[config.mk]
export PLATFORM = sky130hd
export DESIGN_NAME = pc_sequencer
export DESIGN_NICKNAME = d
export VERILOG_FILES = /design/src/rtl/pc_sequencer.sv
export SDC_FILE = /design/constraint.sdc
export NUM_CORES = 1
export LEC_CHECK = 0
export ABC_AREA = 1
export ABC_CLOCK_PERIOD_IN_PS = 1400
export CAP_MARGIN = 20
export CORE_AREA = 2 2 54 56
export CTS_BUF_LIST = sky130_fd_sc_hd__clkbuf_4
export CTS_CLUSTER_SIZE = 14
export DETAILED_ROUTE_END_ITERATION = 7
export DIE_AREA = 0 0 56 58
export SLEW_MARGIN = 20
export SYNTH_ARGS = -nofsm -noshare
export SYNTH_HDL_FRONTEND = slang
export SYNTH_SLANG_ARGS = --single-unit
[constraint.sdc]
create_clock -name clk -period 1.4 [get_ports clk]
set_input_delay 0.28 -clock clk [delete_from_list [all_inputs] [get_ports clk]]
set_output_delay 0.28 -clock clk [all_outputs]
set_load 0.02 [all_outputs]
[src/rtl/pc_sequencer.sv]
// Program-counter control sequencer: fetch, jump and save operations on a
// 16-bit PC split into two DATA_WIDTH halves sharing one data bus.
module pc_sequencer #(
    parameter int DATA_WIDTH = 8,
    parameter int TIMEOUT    = 15
) (
    input  logic clk,
    input  logic reset,
    input  logic fetch_req,
    input  logic jump_req,
    input  logic save_req,
    input  logic mem_ready,
    input  logic pc_carry,
    input  logic wrap_clr,
    output logic pc_cs,
    output logic pc_oe_a,
    output logic pc_cnt_en,
    output logic pc_we_l,
    output logic pc_we_h,
    output logic pc_oe_l,
    output logic pc_oe_h,
    output logic mem_rd,
    output logic ir_we,
    output logic busy,
    output logic ack,
    output logic err,
    output logic wrap
);

    localparam int CW = $clog2(TIMEOUT + 1);
    localparam logic [CW-1:0] W_LAST = CW'(TIMEOUT - 1);

    if (DATA_WIDTH < 1) begin : g_bad_width
        $error("pc_sequencer: DATA_WIDTH must be at least 1");
    end
    if (TIMEOUT < 1 || TIMEOUT > 255) begin : g_bad_timeout
        $error("pc_sequencer: TIMEOUT must be in 1..255");
    end

    typedef enum logic [3:0] {
        S_IDLE, S_FETCH, S_LATCH, S_INC, S_JMP_L,
        S_JMP_H, S_SAVE_L, S_SAVE_H, S_DONE, S_ERR
    } state_t;

    state_t          r_state;
    logic [CW-1:0]   r_wait;
    logic            r_wrap;

    always_ff @(posedge clk or posedge reset) begin
        if (reset) begin
            r_state <= S_IDLE;
            r_wait  <= '0;
            r_wrap  <= 1'b0;
        end else begin
            // Setting on a carry out of INC takes precedence over a clear.
            if (r_state == S_INC && pc_carry)
                r_wrap <= 1'b1;
            else if (wrap_clr)
                r_wrap <= 1'b0;

            case (r_state)
                S_IDLE: begin
                    r_wait <= '0;
                    if (jump_req)
                        r_state <= S_JMP_L;
                    else if (save_req)
                        r_state <= S_SAVE_L;
                    else if (fetch_req)
                        r_state <= S_FETCH;
                end
                S_FETCH: begin
                    // Read data arriving on the last allowed cycle still wins.
                    if (mem_ready)
                        r_state <= S_LATCH;
                    else if (r_wait == W_LAST)
                        r_state <= S_ERR;
                    else
                        r_wait <= r_wait + 1'b1;
                end
                S_LATCH:  r_state <= S_INC;
                S_INC:    r_state <= S_DONE;
                S_JMP_L:  r_state <= S_JMP_H;
                S_JMP_H:  r_state <= S_DONE;
                S_SAVE_L: r_state <= S_SAVE_H;
                S_SAVE_H: r_state <= S_DONE;
                S_DONE:   r_state <= S_IDLE;
                S_ERR:    r_state <= S_IDLE;
                default:  r_state <= S_IDLE;
            endcase
        end
    end

    always_comb begin
        pc_cs     = 1'b0;
        pc_oe_a   = 1'b0;
        pc_cnt_en = 1'b0;
        pc_we_l   = 1'b0;
        pc_we_h   = 1'b0;
        pc_oe_l   = 1'b0;
        pc_oe_h   = 1'b0;
        mem_rd    = 1'b0;
        ir_we     = 1'b0;
        ack       = 1'b0;
        err       = 1'b0;
        case (r_state)
            S_FETCH:  begin pc_cs = 1'b1; pc_oe_a = 1'b1; mem_rd = 1'b1; end
            S_LATCH:  begin pc_cs = 1'b1; pc_oe_a = 1'b1; ir_we  = 1'b1; end
            S_INC:    begin pc_cs = 1'b1; pc_cnt_en = 1'b1; end
            S_JMP_L:  begin pc_cs = 1'b1; pc_we_l = 1'b1; end
            S_JMP_H:  begin pc_cs = 1'b1; pc_we_h = 1'b1; end
            S_SAVE_L: begin pc_cs = 1'b1; pc_oe_l = 1'b1; end
            S_SAVE_H: begin pc_cs = 1'b1; pc_oe_h = 1'b1; end
            S_DONE:   ack = 1'b1;
            S_ERR:    err = 1'b1;
            default:  ;
        endcase
    end

    assign busy = (r_state != S_IDLE);
    assign wrap = r_wrap;

endmodule
==> results of run 1 <==
-- cell type report --
cell class,count,area [um^2]
Timing Repair Buffer,48,409
Sequential cell,9,229
Clock buffer,4,30.0
Fill cell,264,1470
Inverter,16,62.6
Multi-Input combinational cell,70,427
Tap cell,31,38.8
-- path summary, 6_finish.rpt --
| kind | to | depth (start not counted) |
|---|---|---|
| max in group asynchronous | r_state[2]$_DFFE_PP0P_ | 2 |
| worst min-delay path | r_wait[1]$_DFFE_PP0P_ | 2 |
| worst max-delay path | busy | 5 |
| worst max register to register | r_wait[1]$_DFFE_PP0P_ | 8 |
| worst min register to register | wrap$_DFFE_PP0P_ | 2 |
| min in group clk | wrap$_DFFE_PP0P_ | 2 |
-- cells by family (layout without fill, tap and decap cells) --
kind of cell,count (synthesis),after routing,synth area share (%)
compound gates,4,4,3.77
xor+xnor,1,1,1.39
fa+ha+maj,2,2,3.97
buf+inv,16,68,9.52
flops,9,9,35.7
simple gates,63,63,45.6
-- flip-flops by register name, indices dropped and copies added, names as in the netlist --
| register | count |
|---|---|
| r_state | 4 |
| r_wait | 4 |
| wrap | 1 |
-- critical path, cell delays in order (launching register included) --
cell and delay (ns):
dfrtp_2 0.47, nor2_4 0.14, inv_4 0.07, nor2_4 0.13, inv_2 0.05, buf_6 0.12
-- report_power, final --
part | total, mW | switching [mW] | internal, mW
combinational | 1.83 | 0.955 | 0.878
clock | 0.211 | 0.0826 | 0.129
sequential | 0.447 | 0.103 | 0.344
-- synthesized netlist by cell type --
cell / number / area share (%)
nand2_1: 27 / 16
nor2_1: 17 / 10
dfrtp_1: 9 / 36
inv_1: 9 / 5.4
inv_2: 7 / 4.2
nand3_1: 7 / 5.6
ha_1: 2 / 4.0
nand4_1: 2 / 2.0
nor2_2: 2 / 2.0
nor2_4: 2 / 3.6
nor3_1: 2 / 1.6
a21oi_1: 1 / 0.79
and2_1: 1 / 0.99
nand2_2: 1 / 0.99
nand2_4: 1 / 1.8
o21ai_1: 1 / 0.79
o21bai_1: 1 / 1.2
o22ai_1: 1 / 0.99
or2_2: 1 / 0.99
xnor2_1: 1 / 1.4
-- what timing repair did --
| action | CTS | global route |
|---|---|---|
| pin swaps | 6 | 1 |
| buffers inserted | 8 | 5 |
| setup endpoints to repair | 13 | 16 |
| resized for setup | 88 | 9 |
-- per-layer routing --
metal	up-vias	part of all wire (%)	routed length (um)	global-route usage [%]
met5	-	0	0	0
met4	0	0.43	8	3.06
met3	2	3.7	69	2.23
li1	397	-	-	-
met1	372	40	749	13.3
met2	14	56	1050	22.5
==> results.cfg, run 1 <==
[routing]
firstDrtPassIters = 4
drtAntennaViolNets = 0
vias = 785
viasPerCell = 4.41
post_drt_wl_per_cell_um = 10.5
drtIter0Drc = 9
drc = 0
wl_um = 1880

[sta]
min_period_ns = 1.51
finalWorstSetupSlack_ns = -0.109
max-slew-margin-rel_pct = 77.3
drv_slew = 0
hold_viol = 0
worst_pin_slew_ns = 0.341
holdWs_ns = 0.286
finalClockSkew_ns = 0.00329
period_share_pct = 108
fmax_mhz = 663
rsz0062_at_grt = true
setup_viol = 11
finalSetupTns_ns = -0.638

[cells_and_area]
antennaDiodeCount = 0
fin_nets = 158
mostFrequentLayoutCells = buf_4 (32), nand2_1 (21), nor2_1 (12)
final_cells = 178
final_common_cell = buf_4
synthToLayoutAreaGrowth_pct = 89.7
utilization_pct = 44.9
layout-drive-gt1-share_pct = 54.4
fin_area_mm2 = 0.00120

[place]
portBuffers = 20
dp_cells = 161
dp_hpwl_um = 1310
place_ws_ns = -0.343
place_congestion = 0.802
dpl_cell_area_um2 = 990

[yosys]
syn_area_um2 = 631
synth_cells = 95
synth_seq_cells = 9
syn-mean-instance-area_um2 = 6.64
ys_types = 20
yosys_warnings = 0
syn_nets = 105
ys_seq_area_share_pct = 35.7

[global_routing]
grt_pass1_vias = 749
gr-usage-all-layers_pct = 11.7
grt_max_degree = 10
antenna_found_initial = 0
grt_first_pass_wirelength_um = 3070
globalRouteOverflowTotal = 0

[worst_setup_path]
r2r_start = r_state[3]$_DFFE_PP0P_
crit_type = register to primary output
start_kind = register
r2r_setup_slack_ns = 0
crit_start = r_state[1]$_DFFE_PP0P_
cp-end-kind = primary output
required_ns = 1.12
worstPathArrival_ns = 1.23
crit_fanout = 5

[flow_run]
cap_viol_max_count = 0

[clock_tree]
cts_tree = done
cts-hold-fix-buffers = 0
clockRootBuffer = clkbuf_4
htreeDepth = 1
worstSkewPairLatency_ns = 0.25
cts_buffers = 3
cts_buffer_depth = 2
clkTransAtPathRegs_ns = 0.06
cts.sinks = 9

[floorplanning]
start_util_pct = 23.7
die_height_um = 58
die-area_mm2 = 0.00325
fp.coreArea_mm2 = 0.00266
die_w_um = 56
io_pins = 21
row_count = 19

[power]
p_per_area_mw_per_mm2 = 2080
ir_drop_mv = 1.09
power_mw = 2.49
leakage_nw = 0.612

[status]
status = complete, but fails checks
failed_checks = negative setup slack

[min_path]
hold_path.class = input port to asynchronous set/reset pin
No activity file was read; power rests on OpenSTA's default activity.
==> run 2, diff against run 1 <==
Settings changed: CELL_PAD_IN_SITES_DETAIL_PLACEMENT from default to 1, CELL_PAD_IN_SITES_GLOBAL_PLACEMENT from default to 1, PLACE_DENSITY_LB_ADDON from default to 0.1.
==> run 2 against run 1 <==
Compared with the run above: sequential share of layout area decreased by 1.4 points; core utilization increased by 3.5 points; maximum frequency fell by 0.94%; via count rose by 3.9%; cell area up 7.8%; critical path depth is 1 lower; first-iteration DRC count grew 78%; sequential power about the same; wire length rose by 34%; the run still ends with negative setup slack left.
==> results.cfg, run 2 (synthesized netlist as in run 1, its figures left out) <==
[worst_setup_path]
path_buf_inv = 2
ff2ff_path_depth = 8
start_kind = register
crit_type = register to primary output
cp-end-kind = primary output
r2r_start = r_state[1]$_DFFE_PP0P_
r2r_end = r_state[3]$_DFFE_PP0P_
required_ns = 1.12
crit_fanout = 5
crit_chain = inv_1, nand2_1, nor2_2, buf_6
r2r_setup_slack_ns = -0.01
cp.depth = 4
critPathTopFamily = flip-flops
cpMaxStageDelayCell = dfrtp_2
worstPathArrival_ns = 1.24
max_stage_delay_ns = 0.45

[global_routing]
gr-usage-all-layers_pct = 15.5
globalRouteOverflowTotal = 0
grt_first_pass_wirelength_um = 3860
grt_max_degree = 10
antenna_found_initial = 0
grt_pass1_vias = 863

[power]
leakage_nw = 0.657
p_per_area_mw_per_mm2 = 2160
ir_drop_mv = 1.02
power_mw = 2.78

[floorplanning]
fp.coreArea_mm2 = 0.00266
io_pins = 21
die_w_um = 56
row_count = 19
start_util_pct = 23.7
die-area_mm2 = 0.00325
die_height_um = 58

[flow_run]
cap_viol_max_count = 0

[sta]
min_period_ns = 1.52
holdWs_ns = 0.303
fmax_mhz = 657
period_share_pct = 109
finalWorstSetupSlack_ns = -0.123
max-slew-margin-rel_pct = 74.9
setup_viol = 13
hold_viol = 0
worst_pin_slew_ns = 0.376
finalClockSkew_ns = 0.00159
drv_slew = 0
rsz0062_at_grt = true

[status]
failed_checks = negative setup slack
status = complete, but fails checks

[clock_tree]
clockRootBuffer = clkbuf_4
cts_tree = done
cts_buffers = 3
worstSkewPairLatency_ns = 0.25
cts_buffer_depth = 2
cts-hold-fix-buffers = 0
cts.sinks = 9
htreeDepth = 1
clkTransAtPathRegs_ns = 0.06

[cells_and_area]
mostFrequentLayoutCells = buf_4 (37), nand2_1 (19), nor2_1 (10), buf_6 (10), inv_2 (8)
synthToLayoutAreaGrowth_pct = 105
fin_nets = 165
antennaDiodeCount = 0
fillerInstances = 328
layout-drive-gt1-share_pct = 59.7
utilization_pct = 48.4
final_common_cell = buf_4

[routing]
firstDrtPassIters = 4
post_drt_wl_per_cell_um = 13.6
drtAntennaViolNets = 0
vias = 816
drtIter0Drc = 16
wl_um = 2520
viasPerCell = 4.41
drc = 0

[place]
portBuffers = 20
dp_hpwl_um = 1690
place_ws_ns = -0.351
place_congestion = 0.800

[min_path]
hold_path.class = input port to asynchronous set/reset pin
==> run 2: changes by cell type in the layout (fill, tap and decap cells not counted), sizes merged <==
cell	change
buf	+7
==> run 2: metal layers <==
metal	track usage (%)	vias to the layer above	part of all wire [%]	wire length, um
met2	28.1	12	52	1320
li1	-	410	-	-
met5	0	-	0	0
met1	19.0	390	44	1100
met4	5.10	0	1.2	30
met3	2.23	4	2.5	64
==> run 2: through the flow <==
stage          TNS [ns]  area (um^2)  cells
6_report          -1.05         1290    185
5_1_grt           -2.07         1290    185
4_1_cts          -0.863         1210    183
3_5_place_dp      -3.77         1040    168
3_3_place_gp      -3.44         1040    168
2_1_floorplan         0          638     95
==> run 2: worst max-delay path by stage <==
stage	startpoint	endpoint
floorplan	r_state[0]$_DFFE_PP0P_	pc_oe_a
global placement	r_state[0]$_DFFE_PP0P_	pc_oe_a
detailed placement	r_state[0]$_DFFE_PP0P_	pc_oe_a
CTS	r_state[3]$_DFFE_PP0P_	pc_oe_a
global route	r_state[1]$_DFFE_PP0P_	busy
finish	r_state[1]$_DFFE_PP0P_	mem_rd
==> run 2: area by class of cell <==
class                      count  area, um^2  share of cell area, %
inverter                      16        65.1                   5.04
tap                           31        38.8                   3.01
multi-input combinational     70         458                   35.5
sequential                     9         229                   17.7
clock buffer                   4        30.0                   2.33
timing repair buffer          55         469                   36.4
==> run 2: where the power goes <==
part           leakage (nW)  total [mW]  switching [mW]  internal [mW]
clock                0.0184       0.217          0.0880          0.129
combinational         0.522        2.12            1.10           1.02
sequential            0.116       0.448           0.104          0.344
total                 0.657        2.78            1.29           1.50
==> run 2: what timing repair did <==
| action | CTS | global route |
|---|---|---|
| pin swaps | 8 | 8 |
| cloned | 0 | 0 |
| resized for setup | 89 | 19 |
| endpoints found under the setup margin | 17 | 17 |
| setup buffers | 11 | 4 |
==> edit, RTL diff (flow settings as in run 2) <==
Set the parameter `TIMEOUT` to 30 (it was 15).
--- a/src/rtl/pc_sequencer.sv
+++ b/src/rtl/pc_sequencer.sv
@@ -2,7 +2,7 @@
 // 16-bit PC split into two DATA_WIDTH halves sharing one data bus.
 module pc_sequencer #(
     parameter int DATA_WIDTH = 8,
-    parameter int TIMEOUT    = 15
+    parameter int TIMEOUT    = 30
 ) (
     input  logic clk,
     input  logic reset,
Check against the original RTL: no difference found for any inputs over 10 cycles, from zero or initial values and one cycle with reset high; that may be too few to reach the edited logic, so the function may still have changed.
==> edit against run 2 <==
Sequential share of layout area is 0.66 points higher. Routed wire length increased by 0.71%. Register-to-register slack worse by 0.05 ns. Fmax down 1.8%. Critical path depth grew 2. The run still ends with setup timing left. Power fell by 0.49%. Count of clock-buffer cells in the layout decreased by 1. Largest power group unchanged. Sequential cell count up 1. Final area up 6.4%. Synthesized area increased by 11%. Worst hold slack about the same. Via count rose by 7.4%. Worst setup slack worse by 0.028 ns. Critical endpoint is now pc_oe_l.
==> edit: results (changes against run 2) <==
M2 GR Usage=35.63% (+7.6 points); WL met3=66 um (+3.1%); Layout fillers=320 (-2.4%); M1 wire length=973 um (-12%); vias post-DR=876 (+7.4%); first-pass GRT wire length=4195 um (+8.6%); Max IR drop VDD=1.001 mV (-2.2%); failing checks=setup timing; largest net degree at the start of global routing=11 (+1); post-CTS sizing=90 (+1.1%); gr usage total=16.62% (+1.1 points); layout cells sized above 1=55.15% (-4.6 points); sequential element share of the synthesized area=35.71% (about the same); setup violators final=18 (+5); setup bufs post-CTS=5 (-6); met2 wire len=1484 um (+12%); hpwl dp=1937 um (+15%); Setup Skew=0.003349 ns (+0.001756 ns); Post-synth top cells=nand2_1 (26), inv_1 (16), nor2_1 (16); Area after DPL=1160 um2 (+11%); worst-margin pin slew=0.4241 ns (+0.04792 ns); met1 Resource Use GR=16.16% (-2.8 points); Synth area leaders=dfrtp_1 (36%), nand2_1 (14%), inv_1 (8.6%); PnR worst setup slack=-0.1509 ns (-0.02802 ns); run status=finished with violations
-- edit: cell types whose count changed in the layout (fill, tap and decap cells not counted), sizes merged --
cell	delta
inv	+3
xnor2	-1
nand4	+1
xor2	+2
buf	+4
nand3	+3
dfrtp	+1
nand2	-1
nor2	+1
clkbuf	-1
and2	-1
-- edit: stage by stage --
stage	setup WS (ns)	TNS, ns	instances	hold slack, ns	util [%]
floorplan	0.008501	0	104	0.1202	-
global placement	-0.3135	-3.179	183	0.4972	43.56
detailed placement	-0.3406	-3.465	183	0.5331	43.56
CTS	-0.1374	-1.094	191	0.3240	47.70
global route	-0.2116	-2.812	196	0.3592	51.55
finish	-0.1509	-1.527	196	0.3030	51.55
-- edit: worst paths after layout --
path                             from          to  slack, ns  cells past startpoint
max in group asynchronous       reset  r_state[1]       0.77                      2
hold reg to reg                  wrap        wrap       0.54                      2
setup reg to reg           r_state[0]   r_wait[4]      -0.06                      9
setup / recovery           r_state[0]     pc_oe_l      -0.15                      6
min in group clk                 wrap        wrap       0.54                      2
hold / removal                  reset   r_wait[4]       0.30                      2
-- edit: power by group through the flow --
stage          Sequential, W  Combinational [W]  Clock, W
2_1_floorplan       0.000476           0.000734         0
3_3_place_gp        0.000449            0.00159         0
3_5_place_dp        0.000455            0.00162         0
4_1_cts             0.000475            0.00186  0.000219
5_1_grt             0.000501            0.00224  0.000222
6_report            0.000489            0.00207  0.000206
-- edit: area by class of cell --
class,count,area share [%]
multi-input combinational,74,34.91
sequential,10,18.41
tap,31,2.826
inverter,19,5.561
timing repair buffer,59,36.65
clock buffer,3,1.641
-- edit: cell families after synthesis --
family,share of synthesized area [%]
and+or+nand+nor,43.93
buffers and inverters,10.89
DFF,35.71
AOI/OAI and AO/OA,3.392
xor gates and xnor gates,2.500
adders and majority gates,3.571
